### src/rtl/spi_cmd_receiver.sv
// SPI command receiver: deserialises mode-0 SPI bytes into a small FIFO and
// replays each byte to the plane controller as a fixed-width dataEn pulse
// followed by a minimum idle gap.
module spi_cmd_receiver #(
  parameter int D_WIDTH    = 8,
  parameter int FIFO_DEPTH = 4,
  parameter int EN_CYCLES  = 8,
  parameter int GAP_CYCLES = 8
) (
  input  logic               clk,
  input  logic               reset,
  input  logic               sck,
  input  logic               mosi,
  input  logic               csN,
  input  logic               dcIn,
  output logic [D_WIDTH-1:0] dataOut,
  output logic               dataEn,
  output logic               rs,
  output logic               overflow,
  output logic               fifoEmpty
);

  localparam int PTR_W   = (FIFO_DEPTH > 1) ? $clog2(FIFO_DEPTH) : 1;
  localparam int CNT_W   = PTR_W + 1;
  localparam int BIT_W   = (D_WIDTH > 1) ? $clog2(D_WIDTH) : 1;
  localparam int MAX_CYC = (EN_CYCLES > GAP_CYCLES) ? EN_CYCLES : GAP_CYCLES;
  localparam int TMR_W   = $clog2(MAX_CYC + 1);

  typedef enum logic [1:0] {
    ST_IDLE,
    ST_STROBE,
    ST_GAP
  } state_t;

  // Synchronizer bit order: {sck, mosi, csN, dcIn}
  logic [3:0]         r_sync_meta;
  logic [3:0]         r_sync;
  logic               r_sck_prev;
  logic [D_WIDTH-1:0] r_shift;
  logic [BIT_W-1:0]   r_bit_cnt;
  logic [D_WIDTH:0]   r_mem [FIFO_DEPTH];
  logic [PTR_W-1:0]   r_wr_ptr;
  logic [PTR_W-1:0]   r_rd_ptr;
  logic [CNT_W-1:0]   r_count;
  logic               r_overflow;
  logic               r_fifo_empty;
  state_t             r_state;
  logic [TMR_W-1:0]   r_timer;
  logic [D_WIDTH-1:0] r_data_out;
  logic               r_data_en;
  logic               r_rs;

  logic               w_sck;
  logic               w_mosi;
  logic               w_cs_n;
  logic               w_dc;
  logic               w_sck_rise;
  logic               w_byte_done;
  logic [D_WIDTH-1:0] w_byte;
  logic               w_pop;
  logic               w_wr_ok;
  logic [CNT_W-1:0]   w_count_next;
  logic [D_WIDTH:0]   w_rd_word;

  assign w_sck       = r_sync[3];
  assign w_mosi      = r_sync[2];
  assign w_cs_n      = r_sync[1];
  assign w_dc        = r_sync[0];
  assign w_sck_rise  = w_sck & ~r_sck_prev;
  assign w_byte      = {r_shift[D_WIDTH-2:0], w_mosi};
  assign w_byte_done = ~w_cs_n & w_sck_rise & (r_bit_cnt == BIT_W'(D_WIDTH - 1));
  assign w_pop       = (r_state == ST_IDLE) && (r_count != '0);
  // A full FIFO still accepts a write when the same cycle frees a slot.
  assign w_wr_ok     = w_byte_done && ((r_count != CNT_W'(FIFO_DEPTH)) || w_pop);
  assign w_rd_word   = r_mem[r_rd_ptr];

  // Two-flop synchronizers for all host pins plus the sck history bit
  always_ff @(posedge clk or negedge reset) begin
    if (!reset) begin
      r_sync_meta <= '0;
      r_sync      <= '0;
      r_sck_prev  <= 1'b0;
    end else begin
      r_sync_meta <= {sck, mosi, csN, dcIn};
      r_sync      <= r_sync_meta;
      r_sck_prev  <= r_sync[3];
    end
  end

  // Shift in MSB first; deselect abandons any partial byte
  always_ff @(posedge clk or negedge reset) begin
    if (!reset) begin
      r_shift   <= '0;
      r_bit_cnt <= '0;
    end else if (w_cs_n) begin
      r_bit_cnt <= '0;
    end else if (w_sck_rise) begin
      r_shift <= w_byte;
      if (r_bit_cnt == BIT_W'(D_WIDTH - 1)) begin
        r_bit_cnt <= '0;
      end else begin
        r_bit_cnt <= r_bit_cnt + 1'b1;
      end
    end
  end

  // Next occupancy from the accepted write and the FSM pop
  always_comb begin
    w_count_next = r_count;
    case ({w_wr_ok, w_pop})
      2'b10:   w_count_next = r_count + 1'b1;
      2'b01:   w_count_next = r_count - 1'b1;
      default: w_count_next = r_count;
    endcase
  end

  // FIFO storage, no reset so it can map onto RAM
  always_ff @(posedge clk) begin
    if (w_wr_ok) begin
      r_mem[r_wr_ptr] <= {w_dc, w_byte};
    end
  end

  // FIFO pointers, occupancy, empty flag and sticky drop flag
  always_ff @(posedge clk or negedge reset) begin
    if (!reset) begin
      r_wr_ptr     <= '0;
      r_rd_ptr     <= '0;
      r_count      <= '0;
      r_fifo_empty <= 1'b1;
      r_overflow   <= 1'b0;
    end else begin
      if (w_wr_ok) begin
        r_wr_ptr <= r_wr_ptr + 1'b1;
      end
      if (w_pop) begin
        r_rd_ptr <= r_rd_ptr + 1'b1;
      end
      r_count      <= w_count_next;
      r_fifo_empty <= (w_count_next == '0);
      if (w_byte_done && !w_wr_ok) begin
        r_overflow <= 1'b1;
      end
    end
  end

  // Output sequencer: pop, hold dataEn for EN_CYCLES, then idle GAP_CYCLES
  always_ff @(posedge clk or negedge reset) begin
    if (!reset) begin
      r_state    <= ST_IDLE;
      r_timer    <= '0;
      r_data_out <= '0;
      r_data_en  <= 1'b0;
      r_rs       <= 1'b0;
    end else begin
      case (r_state)
        ST_IDLE: begin
          if (w_pop) begin
            r_data_out <= w_rd_word[D_WIDTH-1:0];
            r_rs       <= w_rd_word[D_WIDTH];
            r_data_en  <= 1'b1;
            r_timer    <= TMR_W'(EN_CYCLES - 1);
            r_state    <= ST_STROBE;
          end
        end
        ST_STROBE: begin
          if (r_timer == '0) begin
            r_data_en <= 1'b0;
            r_timer   <= TMR_W'(GAP_CYCLES - 1);
            r_state   <= ST_GAP;
          end else begin
            r_timer <= r_timer - 1'b1;
          end
        end
        ST_GAP: begin
          if (r_timer == '0) begin
            r_state <= ST_IDLE;
          end else begin
            r_timer <= r_timer - 1'b1;
          end
        end
        default: r_state <= ST_IDLE;
      endcase
    end
  end

  assign dataOut   = r_data_out;
  assign dataEn    = r_data_en;
  assign rs        = r_rs;
  assign overflow  = r_overflow;
  assign fifoEmpty = r_fifo_empty;

endmodule

### config.mk
export PLATFORM = sky130hd
export DESIGN_NAME = spi_cmd_receiver
export DESIGN_NICKNAME = d
export VERILOG_FILES = /design/src/rtl/spi_cmd_receiver.sv
export SDC_FILE = /design/constraint.sdc
export NUM_CORES = 1
export LEC_CHECK = 0
export CAP_MARGIN = 30
export CORE_ASPECT_RATIO = 0.9
export CORE_MARGIN = 10
export CORE_UTILIZATION = 33
export CTS_BUF_LIST = sky130_fd_sc_hd__clkbuf_2
export CTS_CLUSTER_DIAMETER = 50
export DETAILED_ROUTE_END_ITERATION = 10
export REMOVE_ABC_BUFFERS = 1
export SLEW_MARGIN = 20
export SYNTH_ARGS = -nofsm -noshare
export SYNTH_HDL_FRONTEND = slang
export SYNTH_SLANG_ARGS = --single-unit
### constraint.sdc
create_clock -name clk -period 2.9 [get_ports clk]
set_input_delay 0.435 -clock clk [delete_from_list [all_inputs] [get_ports clk]]
set_output_delay 0.435 -clock clk [all_outputs]
set_load 0.01 [all_outputs]
# Word level (Yosys, flattened, before mapping)
# Memory sizes are Yosys's and may differ from the RTL's. A register that Yosys moved wholly into a read port is not among the register bits.
# Index checks and enable logic that the tools add are counted.
[classes] reduce_logical=18 n_bitwise=5 addsub=6 eq_ne=10 muxes=17
[op_table] op="$mux 4" n=3
[op_table] op="$pmux 4 s3" n=1
[op_table] op="$mux 3" n=3
[op_table] op="$reduce_and 3->1" n=3
[op_table] op="$ne 2x2->1 const B" n=4
[op_table] op="$add 3x1->3 const B" n=2
[op_table] op="$mux 2" n=3
[op_table] op="$pmux 2 s3" n=1
[op_table] op="$pmux 3 s2" n=1
[op_table] op="$reduce_bool 3->1" n=2
[op_table] op="$add 2x1->2 const B" n=2
[op_table] op="$eq 2x1->1 const B" n=2
[op_table] op="$eq 2x2->1 const B" n=2
[op_table] op="$logic_not 4->1" n=1
[op_table] op="$mux 1" n=4
[op_table] op="$reduce_and 2->1" n=2
[op_table] op="$reduce_bool 2->1" n=2
[op_table] op="$sub 4x1->4 const B" n=1
[op_table] op="$and 1x1->1" n=3
[op_table] op="$eq 3x3->1 const B" n=1
[op_table] op="$logic_and 1x1->1" n=3
[op_table] op="$logic_not 3->1" n=1
[op_table] op="$ne 3x3->1 const B" n=1
[op_table] op="$sub 3x1->3 const B" n=1
[op_table] op="5 further kinds" n=7
[word_totals] elab_cells=70 ram_bits=36 input_bits=6 mem_count=1 register_bits=35
[mem_list] memory="r_mem" words=4 word_bits=9 rd=1 rd_ports_with_merged_regs=1 wr=1 line="41" text="logic [D_WIDTH:0] r_mem [FIFO_DEPTH];"

# Longest topological paths before layout
# Gate-level depths: netlist of the first run.
[depth] ltp_word=8 mapped_depth=12

# Least setup slack after synthesis of the first run
# Ideal clock, no wire load.
[synth_path] kind="register to register" start="register r_state[0]" end="register r_fifo_empty, in the netlist fifoEmpty" stages_incl_launch_ff=13 arrival_time_ns=2.416 setup_time_ns=0.091 setup_slack_ns=0.393 synth_period_minus_slack_ns=2.507 cell_sequence="dfrtp_1 -> inv_1 -> ha_1 -> buf_4 -> inv_1 -> nor2_1 -> buf_2 -> nand2_1 -> fa_1 -> nor2_1 -> nand3_1 -> and3_1 -> o31ai_1"
[synth_via] elab_chain_len=7 elab_cells_between_ends=8 classes_between="2 x eq/ne; 1 x mux; 5 x reduce/logical"
[synth_lines] item="from (decl)" line="47" text="state_t r_state;"
[synth_lines] item="from (signal assigned)" line="150" text="r_state <= ST_IDLE;"
[synth_lines] item="from (signal assigned)" line="163" text="r_state <= ST_STROBE;"
[synth_lines] item="from (signal assigned)" line="170" text="r_state <= ST_GAP;"
[synth_lines] item="$logic_not 2->1 (*)" line="72" text="assign w_pop = (r_state == ST_IDLE) && (r_count != '0);"
[synth_lines] item="$logic_and 1x1->1 (*)" line="72"
[synth_lines] item="$logic_or 1x1->1" line="74" text="assign w_wr_ok = w_byte_done && ((r_count != CNT_W'(FIFO_DEPTH)) || w_pop);"
[synth_lines] item="$logic_and 1x1->1" line="74"
[synth_lines] item="$eq 2x1->1 or $eq 2x2->1 (tied branches)" line="110" text="case ({w_wr_ok, w_pop})"
[synth_lines] item="$pmux 3 s2 (*)" line="110"
[synth_lines] item="$logic_not 3->1 (*)" line="140" text="r_fifo_empty <= (w_count_next == '0);"
[synth_lines] item="to (signal assigned)" line="140"
[synth_lines] item="to (decl)" line="46" text="logic r_fifo_empty;"
# Mark *: on every way between the ends. The rest lies on a longest branch, timed or not.
# A chain may end at the register's enable or synchronous reset.

# Worst setup path after layout of the first run
[layout_path] start="register r_bit_cnt[0]" end="register r_fifo_empty, in the netlist fifoEmpty"
[layout_via] elab_chain_len=6 elab_cells_between_ends=7 classes_between="3 x eq/ne; 1 x mux; 1 x bitwise; 2 x reduce/logical"
[layout_lines] item="from (decl)" line="40" text="logic [BIT_W-1:0] r_bit_cnt;"
[layout_lines] item="from (signal assigned)" line="102" text="r_bit_cnt <= r_bit_cnt + 1'b1;"
[layout_lines] item="$eq 3x3->1 (*)" line="71" text="assign w_byte_done = ~w_cs_n & w_sck_rise & (r_bit_cnt == BIT_W'(D_WIDTH - 1));"
[layout_lines] item="$and 1x1->1 (*)" line="71"
[layout_lines] item="$logic_and 1x1->1 (*)" line="74"
[layout_lines] item="$eq 2x1->1 or $eq 2x2->1 (tied branches)" line="110"
[layout_lines] item="$pmux 3 s2 (*)" line="110"
[layout_lines] item="$logic_not 3->1 (*)" line="140"
# Marks and branches as above.

==> results of run 1 <==
## cell usage in the layout, fill, tap and decap left out, types with 2 or more instances in the layout
master,instances
a31oi_1,2
edfxtp_1,36
dfrtp_1,43
inv_1,9
nand3_1,4
buf_4,2
a22o_1,2
clkdlybuf4s50_1,16
and2_2,4
nor2_2,2
nor3_1,3
clkinv_1,5
nand2_1,38
a21oi_1,9
nand2b_1,2
o21ai_0,6
mux2_2,8
ha_1,11
clkbuf_2,10
mux4_2,9
nor2_1,11
xnor2_1,5
nor3b_2,2
## path summary, 6_finish.rpt
kind / start / endpoint / slack, ps / cells after the start
worst max register to register: r_bit_cnt[0]$_DFFE_PN0P_ / fifoEmpty$_DFF_PN1_ / 540 / 9
max in group asynchronous: reset / fifoEmpty$_DFF_PN1_ / 2060 / 3
worst min register to register: r_sync_meta[3]$_DFF_PN0_ / r_sync[3]$_DFF_PN0_ / 370 / 0
min in group clk: csN / r_sync_meta[1]$_DFF_PN0_ / 330 / 1
worst max-delay path: r_bit_cnt[0]$_DFFE_PN0P_ / fifoEmpty$_DFF_PN1_ / 540 / 9
worst min-delay path: reset / r_timer[3]$_DFFE_PN0P_ / 300 / 2
## metal layers
| layer | GRT usage [%] | up-vias | wire, µm |
|---|---|---|---|
| li1 | - | 918 | - |
| met1 | 10.0 | 961 | 2750 |
| met2 | 13.8 | 30 | 2810 |
| met3 | 2.54 | 11 | 226 |
| met4 | 4.55 | 0 | 131 |
| met5 | 0 | - | 0 |
## metrics by stage
| stage | setup WS [ps] | instance area (µm²) | power [W] | hold WS [ps] |
|---|---|---|---|---|
| after floorplan | 166 | 3360 | 0.00183 | 139 |
| after global placement | 609 | 3700 | 0.00197 | 335 |
| after detailed placement | 551 | 3720 | 0.00199 | 336 |
| after CTS | 531 | 3810 | 0.00246 | 277 |
| after global routing | 335 | 3810 | 0.00259 | 272 |
| final | 539 | 3810 | 0.00244 | 296 |
## cells in the mapped netlist, types with 2 or more instances
library cell and instances:
nor2_1 11, xnor2_1 5, clkbuf_1 2, buf_2 3
a31oi_1 2, a22o_1 2, edfxtp_1 36, nand2b_1 2
dfrtp_1 43, nor3b_2 2, inv_1 9, and2_2 4
nor3_1 3, ha_1 11, nand2_1 38, a21oi_1 9
nand3_1 4, mux4_2 9, nor2_2 2, mux2_2 8
o21ai_0 6, buf_6 2
## sequential cells by signal, indices dropped and copies added (netlist names)
signal and flops:
dataOut 8, r_rd_ptr 2, r_sync_meta 4, r_shift 7
r_mem 36, dataEn 1, r_count 3, overflow 1
r_state 2, fifoEmpty 1, r_timer 4, r_sync 4
r_wr_ptr 2, r_bit_cnt 3, r_sck_prev 1, rs 1
## where the power goes
group | leakage [nW] | internal [W] | switching, W
sequential | 0.893 | 0.00132 | 0.0000984
clock | 0.0495 | 0.000102 | 0.000370
combinational | 0.560 | 0.000240 | 0.000312
total | 1.50 | 0.00166 | 0.000780
## what timing repair did
item	4_1_cts	5_1_grt
hold endpoints to repair	13	0
buffers inserted	0	0
hold buffers	1	0
## cell type report
type,instances,area share (%)
repair buffers,21,5.52
flip-flops and latches,80,57.3
clock inverters,6,0.690
clock buffers,10,1.31
inverters,9,0.887
well taps,129,4.24
multi-input cells,144,30.0
## cell families after synthesis
| kind of cell | synth area share, % |
|---|---|
| buffers and inverters | 2.64 |
| xor gates and xnor gates | 1.28 |
| adders and majority gates | 4.61 |
| AOI/OAI and AO/OA | 6.48 |
| and+or+nand+nor | 11.8 |
| DFF | 63.9 |
| muxes | 9.30 |
==> impl_summary.txt, run 1 <==
----------------------------------------------------
[Timing]
  Actual slew at the worst max-slew pin ... roughly 640 ps
  Period minus WS final ... roughly 2400 ps
  Worst-case clock skew ... around 33 ps
  Final period util ... about four fifths
  Endpoints failing setup ... 0
  Final number of hold-violating endpoints ... 0
  Worst rel slew slack ... around 58%
  Total negative setup slack ... 0 ps
  Highest clock frequency the design can meet ... around 0.42 GHz
  Total count of max-transition violations in the final report ... 0
  Setup repair after global routing missed its margin ... false

[Clock network]
  Clock Latency Late Sink ... around 540 ps
  Longest Clk Path Bufs ... 2
  CTS buffer count ... 9
  Clk root buf ... clkbuf_2
  Post-cts gate resize count ... 0
  H-Tree Level Count ... 3
  CTS tree ... done
  Sink Count ... 80
  CTS clk-pin slew, worst paths ... between 200 and 250 ps

[Synthesis]
  Synthesis-stage register bit count ... 80
  Post-synth ARST share ... 55.0%
  Area share of the leading cell type in the synthesized netlist ... between 30% and 40%
  Cell types occupying the most area after synthesis ... edfxtp_1 (32%), dfrtp_1 (31%), mux4_2 (5.9%)
  Sequential share of the synthesized area ... a little under two thirds
  Mean area per synthesized cell ... between 10 and 15 µm²
  Most used flip-flop cell after synthesis ... dfrtp_1
  Cell variety after synth ... just over 50
  Number of synthesized flops with an enable pin ... 36
  Number of instances in the synthesized netlist ... around 240
  Top cell type by total area after synthesis ... edfxtp_1
  Post-synth design cell area ... 3420 µm²
  Total of warnings raised by yosys ... 0

[Place]
  Routability-driven placement congestion ratio ... between 0.7 and 0.8
  Placed Cells ... about 380
  Count of input and output buffers ... 17
  Post-DP HPWL ... approximately 4000 µm

[Routing]
  Detailed Route Iter0 Violations ... between 100 and 150
  Detail-routed net length per standard cell ... about 15 µm
  Detailed-route vias per instance ... just under 5
  DRT Pass-1 Iters ... 4
  Total wire length after detailed routing ... between 5000 and 6000 µm
  Total number of vias ... 1920
  Remaining DRCs ... 0
  Final ANT Viol Nets ... 0

[GRT]
  Total global routing track utilization ... under 10%
  First-pass GRT wire length ... 9920 µm
  Initial antenna violation count ... 0
  Via count of the first global-routing pass ... slightly below 2000
  Largest net degree at the start of global routing ... 32
  GRT Residual Overflow ... 0

[Finish]
  Register cell area after layout ... ~2200 µm²
  Count of fill cells added during filler insertion ... roughly 1000
  Fraction of final layout cells with drive strength greater than 1 ... approximately a fifth
  Final layout net count ... approximately 280
  Core occupancy in the finished layout ... around 37%
  Final antenna diode count ... 0
  Area grow syn2layout ... 11.5%
  Area of the multi-input gates ... approximately 1100 µm²
  Non-filler instance count after layout ... between 300 and 400

[Power]
  Maximum ir drop on the vdd rail ... between 0.2 and 0.3 mV
  Power density over cell area ... approximately 640 nW/µm²
  Static power due to leakage ... 1.50 nW

[Critical path]
  Crit-path slowest cell ... fa_1
  Combined buffer and inverter count along the critical path ... 0
  Cells traversed along the worst timing path ... ha_1, ha_1, nand4bb_2, nand2_1, fa_1, nor2_1, nand3_1, and3_1, o31ai_1
  Crit-path max cell delay ... between 400 and 500 ps
  Dominant cell type by count on the critical path ... ha_1
  Type of element launching the critical path ... register
  WP data required ... approximately 3400 ps
  Top fanout value on the critical path ... 11
  Dominant delay contributor by cell family on the critical path ... adder cells
  Worst setup path class ... reg2reg
  Data arrival, critical path ... 2830 ps
  Critical Path End Type ... register

[Job]
  Max Cap Viol ... 0

[Status]
  Result of the run ... complete, no violations

[Floorplanning]
  Starting utilization of the core area ... roughly 34%
  Number of primary I/O pins ... 18
  Row count ... 35
  Core Region ... 10200 µm²
  Total die area ... ~15000 µm²
  Horizontal die dimension ... between 100 and 150 µm
  Die H ... 117 µm

[Worst hold path]
  Worst min-delay path class ... in2async

----------------------------------------------------
Power figures use the tool's default switching activity.
==> inputs of run 2 (changes only) <==
clock period = 2.2 ns   (was 2.9 ns; I/O delays follow)
==> impl_summary.txt, run 2 (same netlist as run 1, synthesis figures left out) <==
----------------------------------------------------
[Floorplanning]
  Die H ... 117 µm (unchanged)
  Number of primary I/O pins ... 18 (unchanged)
  Starting utilization of the core area ... 33.6% (unchanged)
  Row count ... 35 (unchanged)
  Horizontal die dimension ... 127 µm (unchanged)
  Total die area ... 14800 µm² (unchanged)
  Core Region ... 10200 µm² (unchanged)

[Status]
  Result of the run ... complete, no violations

[GRT]
  First-pass GRT wire length ... 9760 µm (-1.7%)
  GRT Residual Overflow ... 0 (unchanged)
  Initial antenna violation count ... 0 (unchanged)
  Total global routing track utilization ... 8.31% (-0.20 points)
  Via count of the first global-routing pass ... 1972 (+2.2%)
  Largest net degree at the start of global routing ... 45 (+41%)

[Routing]
  Detailed Route Iter0 Violations ... 128 (+25%)
  Detailed-route vias per instance ... 4.61 (-4.2%)
  Final ANT Viol Nets ... 0 (unchanged)
  Routed length on met2 ... 2760 µm (-2.0%)
  Total number of vias ... 1872 (-2.5%)
  Sum of routed wire segments on met1 ... 2580 µm (-6.3%)
  Remaining DRCs ... 0 (unchanged)
  Total wire length after detailed routing ... 5690 µm (-4.0%)
  Total met3 wirelength after detailed routing ... 228 µm (+0.88%)
  Highest metal layer used by the detailed router ... met4
  Detail-routed net length per standard cell ... 14.0 µm (-5.6%)
  DRT Pass-1 Iters ... 4 (unchanged)

[Place]
  Count of input and output buffers ... 17 (unchanged)
  Post-DP HPWL ... 3880 µm (-2.0%)
  Routability-driven placement congestion ratio ... 0.769 (-0.95%)
  Placement Cell Area ... 3750 µm² (+0.87%)

[Timing]
  Worst rel slew slack ... 62.6% (+5.0 points)
  Total negative setup slack ... 0 ps (unchanged)
  Final period util ... 92.6% (+11 points)
  Final number of hold-violating endpoints ... 0 (unchanged)
  Period minus WS final ... 2040 ps (-323 ps)
  Actual slew at the worst max-slew pin ... 561 ps (-74.7 ps)
  Worst-case clock skew ... 38.8 ps (+6.26 ps)
  Hold Slack ... 209 ps (-86.5 ps)
  Highest clock frequency the design can meet ... 0.491 GHz (+16%)
  Total count of max-transition violations in the final report ... 0 (unchanged)
  Endpoints failing setup ... 0 (unchanged)

[Finish]
  Commonest non-fill, non-tap cell in the layout ... dfrtp_1
  Area grow syn2layout ... 14.0%
  Number of flip-flops in the largest register ... 36 (unchanged)
  Most flop-heavy register ... r_mem
  Final layout net count ... 289 (+2.1%)
  Most frequent cells in the layout ... dfrtp_1 (43), nand2_1 (38), edfxtp_1 (36), clkdlybuf4s50_1 (16), clkbuf_2 (11)
  Core occupancy in the finished layout ... 38.3% (+0.86 points)
  Fraction of final layout cells with drive strength greater than 1 ... 24.3% (+5.4 points)
  Finished layout cell area ... 3900 µm² (+2.3%)

[Clock network]
  Sink Count ... 80 (unchanged)
  Longest Clk Path Bufs ... 2 (unchanged)
  Clk root buf ... clkbuf_2
  CTS buffer count ... 9 (unchanged)
  Clock Latency Late Sink ... 530 ps (about the same)
  CTS clk-pin slew, worst paths ... 230 ps (about the same)
  H-Tree Level Count ... 3 (unchanged)
  CTS tree ... done
  Count of buffers added by post-CTS timing repair for setup ... 0 (unchanged)

[Power]
  Static power due to leakage ... 1.54 nW (+2.7%)
  Power density over cell area ... 871 nW/µm² (+36%)
  Overall power after layout ... 0.00340 W (+39%)
  Maximum ir drop on the vdd rail ... 0.421 mV (+44%)

[Critical path]
  Dominant delay contributor by cell family on the critical path ... simple AND/OR/NAND/NOR gates
  Combined buffer and inverter count along the critical path ... 2 (+2)
  Crit-path max cell delay ... 450 ps (about the same)
  Data arrival, critical path ... 2500 ps (-330 ps)
  FF-to-FF setup slack ... 160 ps (-380 ps)
  Top fanout value on the critical path ... 3 (-8)
  Type of element launching the critical path ... register
  Cells traversed along the worst timing path ... inv_1, ha_1, inv_1, nor2_2, nand2_1, fa_2, nor2_2, nand3_1, and3_1, o31ai_2
  WP data required ... 2660 ps (-710 ps)
  Critical Path End Type ... register
  Worst setup path class ... reg2reg
  Crit-path slowest cell ... dfrtp_1

[Job]
  Max Cap Viol ... 0 (unchanged)

[Worst hold path]
  Worst min-delay path class ... in2reg

----------------------------------------------------
run 2: cell types whose count changed in the layout (fill, tap and decap cells not counted), sizes merged:
cell / change
clkbuf: +1
clkinvlp: +1
diode: +1
buf: +6
clkinv: -3
bufinv: +1
run 2: layer usage:
layer	up-vias	global-route usage, %
met5	-	0
li1	926	-
met1	914	9.73
met2	24	13.4
met4	0	4.32
met3	8	2.72
run 2: area by class of cell:
cell class              count  area [µm²]
inverters                   9        33.8
clock inverters             5        58.8
fillers                   991        6260
clock buffers              11        55.1
flip-flops and latches     80        2180
diodes                      1        2.50
multi-input cells         144        1160
well taps                 129         161
repair buffers             27         243
run 2: metrics by stage:
| stage | std cells | setup slack (ps) |
|---|---|---|
| 3_3_place_gp | 388 | 139 |
| 3_5_place_dp | 388 | 78.2 |
| 5_1_grt | 405 | -0.0646 |
| 6_report | 406 | 162 |
| 4_1_cts | 405 | 29.6 |
| 2_1_floorplan | 233 | -534 |
run 2: path summary, 6_finish.rpt:
check                                    startpoint  cells after the start                        to
min in group asynchronous                     reset                      3    r_timer[3]$_DFFE_PN0P_
max                          r_state[0]$_DFFE_PN0P_                     10       fifoEmpty$_DFF_PN1_
min                                             csN                      1  r_sync_meta[1]$_DFF_PN0_
max in group asynchronous                     reset                      3    r_shift[6]$_DFFE_PN0N_
min reg2reg                r_sync_meta[3]$_DFF_PN0_                      0       r_sync[3]$_DFF_PN0_
max reg2reg                  r_state[0]$_DFFE_PN0P_                     10       fifoEmpty$_DFF_PN1_
run 2: what timing repair did:
item,4_1_cts,5_1_grt
setup endpoints to repair,0,2
resized for setup,0,5
hold buffers,1,0
hold endpoints to repair,43,0
run 2: power breakdown:
part / internal (W) / switching [W] / leakage (nW)
registers: 0.00174 / 0.000128 / 0.893
logic: 0.000330 / 0.000423 / 0.582
clock network: 0.000271 / 0.000506 / 0.0682
total: 0.00234 / 0.00106 / 1.54
==> RTL edit 1: new RTL, flow settings as in run 1 <==
Re-encode `state_t` (3 states) as one-hot, 3 bits wide.
--- a/src/rtl/spi_cmd_receiver.sv
+++ b/src/rtl/spi_cmd_receiver.sv
@@ -27,8 +27,8 @@
   localparam int TMR_W   = $clog2(MAX_CYC + 1);
 
-  typedef enum logic [1:0] {
-    ST_IDLE,
-    ST_STROBE,
-    ST_GAP
+  typedef enum logic [2:0] {
+    ST_IDLE   = 3'b001,
+    ST_STROBE = 3'b010,
+    ST_GAP    = 3'b100
   } state_t;
 
Behaviour: same outputs for any inputs over 10 cycles, from zero or initial values and one cycle with reset low; not proved beyond that.
==> RTL edit 1 against run 1 <==
Total power rose by 34%. Sequential cell count rose by 1. Design area fell by 2.2%. Via count fell by 8.1%. Wire length fell by 8.5%. Clock power rose by 22%. Setup slack got worse by 8.4 ps. Non-clock buffer count fell by 2. Area after synthesis fell by 3.3%. Critical path type unchanged. Largest cell class unchanged.
==> RTL edit 1: results (changes against run 1) <==
[synth]
synth-main-ff-cell = dfrtp_1  ; unchanged
async_reset_ff_frac = 0.556  ; was 0.550
syn_area_per_cell_um2 = 14.6  ; was 14.1 µm²
yosysWarnings = 0  ; unchanged
synth_area_leaders = edfxtp_1 (33%), dfrtp_1 (33%), mux4_2 (6.1%)  ; was edfxtp_1 (32%), dfrtp_1 (31%), mux4_2 (5.9%)
yosysSeqAreaShare = 0.669  ; was 0.639
synthDistinctLibCells = 49  ; was 51
synth.top_cells.by_count = dfrtp_1 (43), edfxtp_1 (36), nand2_1 (32)  ; was dfrtp_1 (43), nand2_1 (38), edfxtp_1 (36)

[finish]
drive_above_1_share = 0.159  ; was 0.189
fin_nets = 260  ; was 283
largest_register_ffs = 36  ; unchanged
n_fill_cell = 932  ; was 980
largest-register = r_mem  ; unchanged

[worst_setup_path]
critPathTopFamily = adder cells  ; unchanged
path_max_fanout = 4  ; was 11
slowest_stage = fa_1  ; unchanged
arrival_ps = 2800  ; was 2830 ps
slowest_delay_ps = 480  ; was 460 ps

[place]
portBuffers = 17  ; unchanged
dp_hpwl_um = 3830  ; was 3960 µm
dp_cells = 360  ; was 382
dpl_cell_area_mm2 = 0.00359  ; was 0.00372 mm²
place.gp.congestion = 0.752  ; was 0.777

[timing]
clock_skew_ps = 24.3  ; was 32.5 ps
maxSlewHeadroom = 0.568  ; was 0.576
fin_hold_ws_ps = 354  ; was 296 ps

[cts]
cts_setup_buffers = 0  ; unchanged
htreeDepth = 3  ; unchanged
root_buffer = clkbuf_2  ; unchanged
clk_latency_ps = 490  ; was 540 ps

[detailed_routing]
wl_um = 5420  ; was 5920 µm
via_per_inst = 4.67  ; was 4.81
dr.pass1.iters = 4  ; unchanged
route.met3.wl_um = 240  ; was 226 µm
maxUsedRoutingLayer = met4  ; unchanged
drtIter0Drc = 119  ; was 102
wl_met2_um = 2610  ; was 2810 µm
vias = 1765  ; was 1,920
wirelength_met1_um = 2500  ; was 2750 µm

[pwr]
power.density_mw_per_mm2 = 877  ; was 641 mW/mm²
p_int_w = 0.00214  ; was 0.00166 W
ir_drop_mv = 0.248  ; was 0.292 mV
p_leak_nw = 1.46  ; was 1.50 nW

[global_routing]
grt_antenna_before_repair = 1  ; was 0
grt_usage = 0.0798  ; was 0.0851
grt_pass1_wl_um = 9270  ; was 9920 µm
grt_start_max_net_pins = 30  ; was 32

[worst_hold_path]
min_path_type = input port to flop  ; was input port to async pin

[outcome]
outcome = completed  ; unchanged

[RTL edit 1: area by class of cell]
cell class | count | area share
Inverter | 8 | 0.00806
Sequential cell | 81 | 0.593
Tap cell | 126 | 0.0423
Clock inverter | 7 | 0.0192
Antenna cell | 1 | 0.000672
Timing Repair Buffer | 19 | 0.0524
Multi-Input combinational cell | 127 | 0.272
Clock buffer | 9 | 0.0121
[RTL edit 1: cells by family after synthesis]
kind of cell,synth area share
buf+inv,0.0246
xor+xnor,0.0186
flops,0.669
mux,0.0943
simple gates,0.101
fa+ha+maj,0.0326
compound gates,0.0602
[RTL edit 1: metrics by stage]
step / setup slack, ps / total power, W
4_1_cts: 516 / 0.00332
5_1_grt: 366 / 0.00351
3_5_place_dp: 568 / 0.00274
3_3_place_gp: 590 / 0.00271
6_report: 531 / 0.00327
2_1_floorplan: 714 / 0.00237
[RTL edit 1: power groups by stage]
stage / combinational [W] / clock, W / sequential [W]
6_report: 0.000965 / 0.000579 / 0.00172
5_1_grt: 0.00108 / 0.000652 / 0.00177
4_1_cts: 0.000986 / 0.000609 / 0.00173
3_5_place_dp: 0.000981 / 0 / 0.00176
3_3_place_gp: 0.000969 / 0 / 0.00174
2_1_floorplan: 0.000670 / 0 / 0.00170
[RTL edit 1: worst paths after layout]
check / start / endpoint / slack (ps) / cells after the start
worst max-delay path: r_bit_cnt[0] / fifoEmpty / 530 / 9
worst min-delay path: mosi / r_sync_meta[2] / 350 / 1
worst max register to register: r_bit_cnt[0] / fifoEmpty / 530 / 9
worst min register to register: r_sync_meta[0] / r_sync[0] / 360 / 0
max in group asynchronous: reset / fifoEmpty / 1940 / 3
min in group asynchronous: reset / dataOut[5] / 370 / 2
[RTL edit 1: metal layers]
layer,track usage,vias to the layer above
li1,-,860
met1,0.0956,870
met2,0.128,31
met3,0.0313,4
met4,0.0299,0
met5,0,-
==> RTL edit 2: new RTL, settings of run 1 <==
Without the edit above. Set the parameter `EN_CYCLES` to 16 (it was 8).
--- a/src/rtl/spi_cmd_receiver.sv
+++ b/src/rtl/spi_cmd_receiver.sv
@@ -5,5 +5,5 @@
   parameter int D_WIDTH    = 8,
   parameter int FIFO_DEPTH = 4,
-  parameter int EN_CYCLES  = 8,
+  parameter int EN_CYCLES  = 16,
   parameter int GAP_CYCLES = 8
 ) (
Check against the original RTL: same outputs for any inputs over 10 cycles, from zero or initial values and one cycle with reset low; that may be too few to reach the edited logic, so the function may still have changed.
==> RTL edit 2 against run 1 <==
Setup slack got worse by 4.0 ps. Wire length shrank 3.7%. Sequential cell count grew 1. Utilization grew 0.78 points. Count of clock-buffer cells in the layout unchanged. Area after synthesis grew 0.59%. Design area is 2.5% higher. Critical path depth fell by 1. Clock skew is 6.4 ps lower.
Power is not compared: it rests on default switching activity, and its combinational part moved more than twofold at a synthesized area within 25%.
==> RTL edit 2: results (changes against run 1) <==
[synth]
synth_area_leaders = dfrtp_1 (32%), edfxtp_1 (31%), mux4_2 (5.9%)  ; was edfxtp_1 (32%), dfrtp_1 (31%), mux4_2 (5.9%)
syn_area_per_cell_um2 = 15.3  ; was 14.1 µm²
synth_adder_area_share = 0.0459  ; was 0.0461
synth_compound_area_frac = 0.0794  ; was 0.0648
async_reset_ff_frac = 0.556  ; was 0.550
synth_xor_area_frac = 0.0127  ; was 0.0128
synth.top_cells.by_count = dfrtp_1 (44), edfxtp_1 (36), mux2_2 (17)  ; was dfrtp_1 (43), nand2_1 (38), edfxtp_1 (36)
yosysSeqAreaShare = 0.643  ; was 0.639
synthDistinctLibCells = 48  ; was 51
synthMuxAreaShare = 0.118  ; was 0.0930

[timing]
clock_skew_ps = 26.1  ; was 32.5 ps
finalSetupViolCount = 0  ; unchanged
maxSlewHeadroom = 0.542  ; was 0.576

[detailed_routing]
wl_met2_um = 2720  ; was 2810 µm
wirelength_met1_um = 2690  ; was 2750 µm
drtIter0Drc = 133  ; was 102
via_per_inst = 4.79  ; was 4.81
wl_um = 5700  ; was 5920 µm
route.met3.wl_um = 182  ; was 226 µm

[place]
pre_cts_ws_ps = 588  ; was 551 ps
portBuffers = 17  ; unchanged
dpl_cell_area_mm2 = 0.00378  ; was 0.00372 mm²
dp_cells = 368  ; was 382
place.gp.congestion = 0.788  ; was 0.777
dp_hpwl_um = 3960  ; about the same

[worst_setup_path]
slowest_stage = fa_1  ; unchanged
path_max_fanout = 5  ; was 11
critPathTopFamily = adder cells  ; unchanged
arrival_ps = 2800  ; was 2830 ps
cp-startpoint = r_bit_cnt[0]  ; unchanged
slowest_delay_ps = 450

[global_routing]
grt_start_max_net_pins = 30  ; was 32
grt_antenna_before_repair = 1  ; was 0
grt_usage = 0.0806  ; was 0.0851
grt_pass1_vias = 1838  ; was 1,930
grt_pass1_wl_um = 9320  ; was 9920 µm

[worst_hold_path]
min_path_type = input port to flop  ; was input port to async pin

[finish]
fin_nets = 269  ; was 283
stdcell_count = 386  ; was 399
drive_above_1_share = 0.230  ; was 0.189

[outcome]
outcome = completed  ; unchanged

[cts]
clk_latency_ps = 500  ; was 540 ps
hold_buffers = 1  ; unchanged

## RTL edit 2: changes by cell type after synthesis, moves of 2 or more
cell and delta:
and2_1 +4, buf_2 +3, nand2_1 -31, nor3_1 +3, nor3b_2 -2, mux2_2 +9, inv_1 +2, and2_2 -4
buf_6 -2, o21a_1 +3
## RTL edit 2: cells by family (layout without fill, tap and decap cells)
family          count (synthesis)  after routing
compound gates                 36             36
xor+xnor                        5              5
fa+ha+maj                      12             12
buf+inv                        19             50
flops                          81             81
mux                            27             27
other cells                     0              1
simple gates                   45             45
## RTL edit 2: layout make-up
cell class | instances | area, µm²
Clock buffer | 10 | 50.0
Sequential cell | 81 | 2210
Tap cell | 129 | 161
Fill cell | 992 | 6300
Inverter | 11 | 41.3
Antenna cell | 1 | 2.50
Timing Repair Buffer | 23 | 225
Multi-Input combinational cell | 125 | 1150
Clock inverter | 6 | 66.3
## RTL edit 2: worst paths after layout
| check | slack (ps) | cells past startpoint | endpoint |
|---|---|---|---|
| worst max-delay path | 530 | 8 | fifoEmpty |
| worst min-delay path | 330 | 1 | r_sync_meta[0] |
| worst max register to register | 530 | 8 | fifoEmpty |
| worst min register to register | 380 | 0 | r_sync[1] |
| max in group asynchronous | 2020 | 3 | r_shift[6] |
| min in group asynchronous | 350 | 2 | dataOut[6] |
## RTL edit 2: power groups by stage
stage / registers [W] / clock network, W / logic [W]
finish: 0.00143 / 0.000593 / 0.000264
global route: 0.00144 / 0.000670 / 0.000297
CTS: 0.00143 / 0.000620 / 0.000268
detailed placement: 0.00145 / 0 / 0.000266
global placement: 0.00145 / 0 / 0.000256
floorplan: 0.00142 / 0 / 0.000202
## RTL edit 2: per-layer routing
layer  GRT usage  vias to the layer above
li1            -                      888
met1      0.0985                      926
met2       0.127                       27
met3      0.0194                        7
met4      0.0495                        0
met5           0                        -
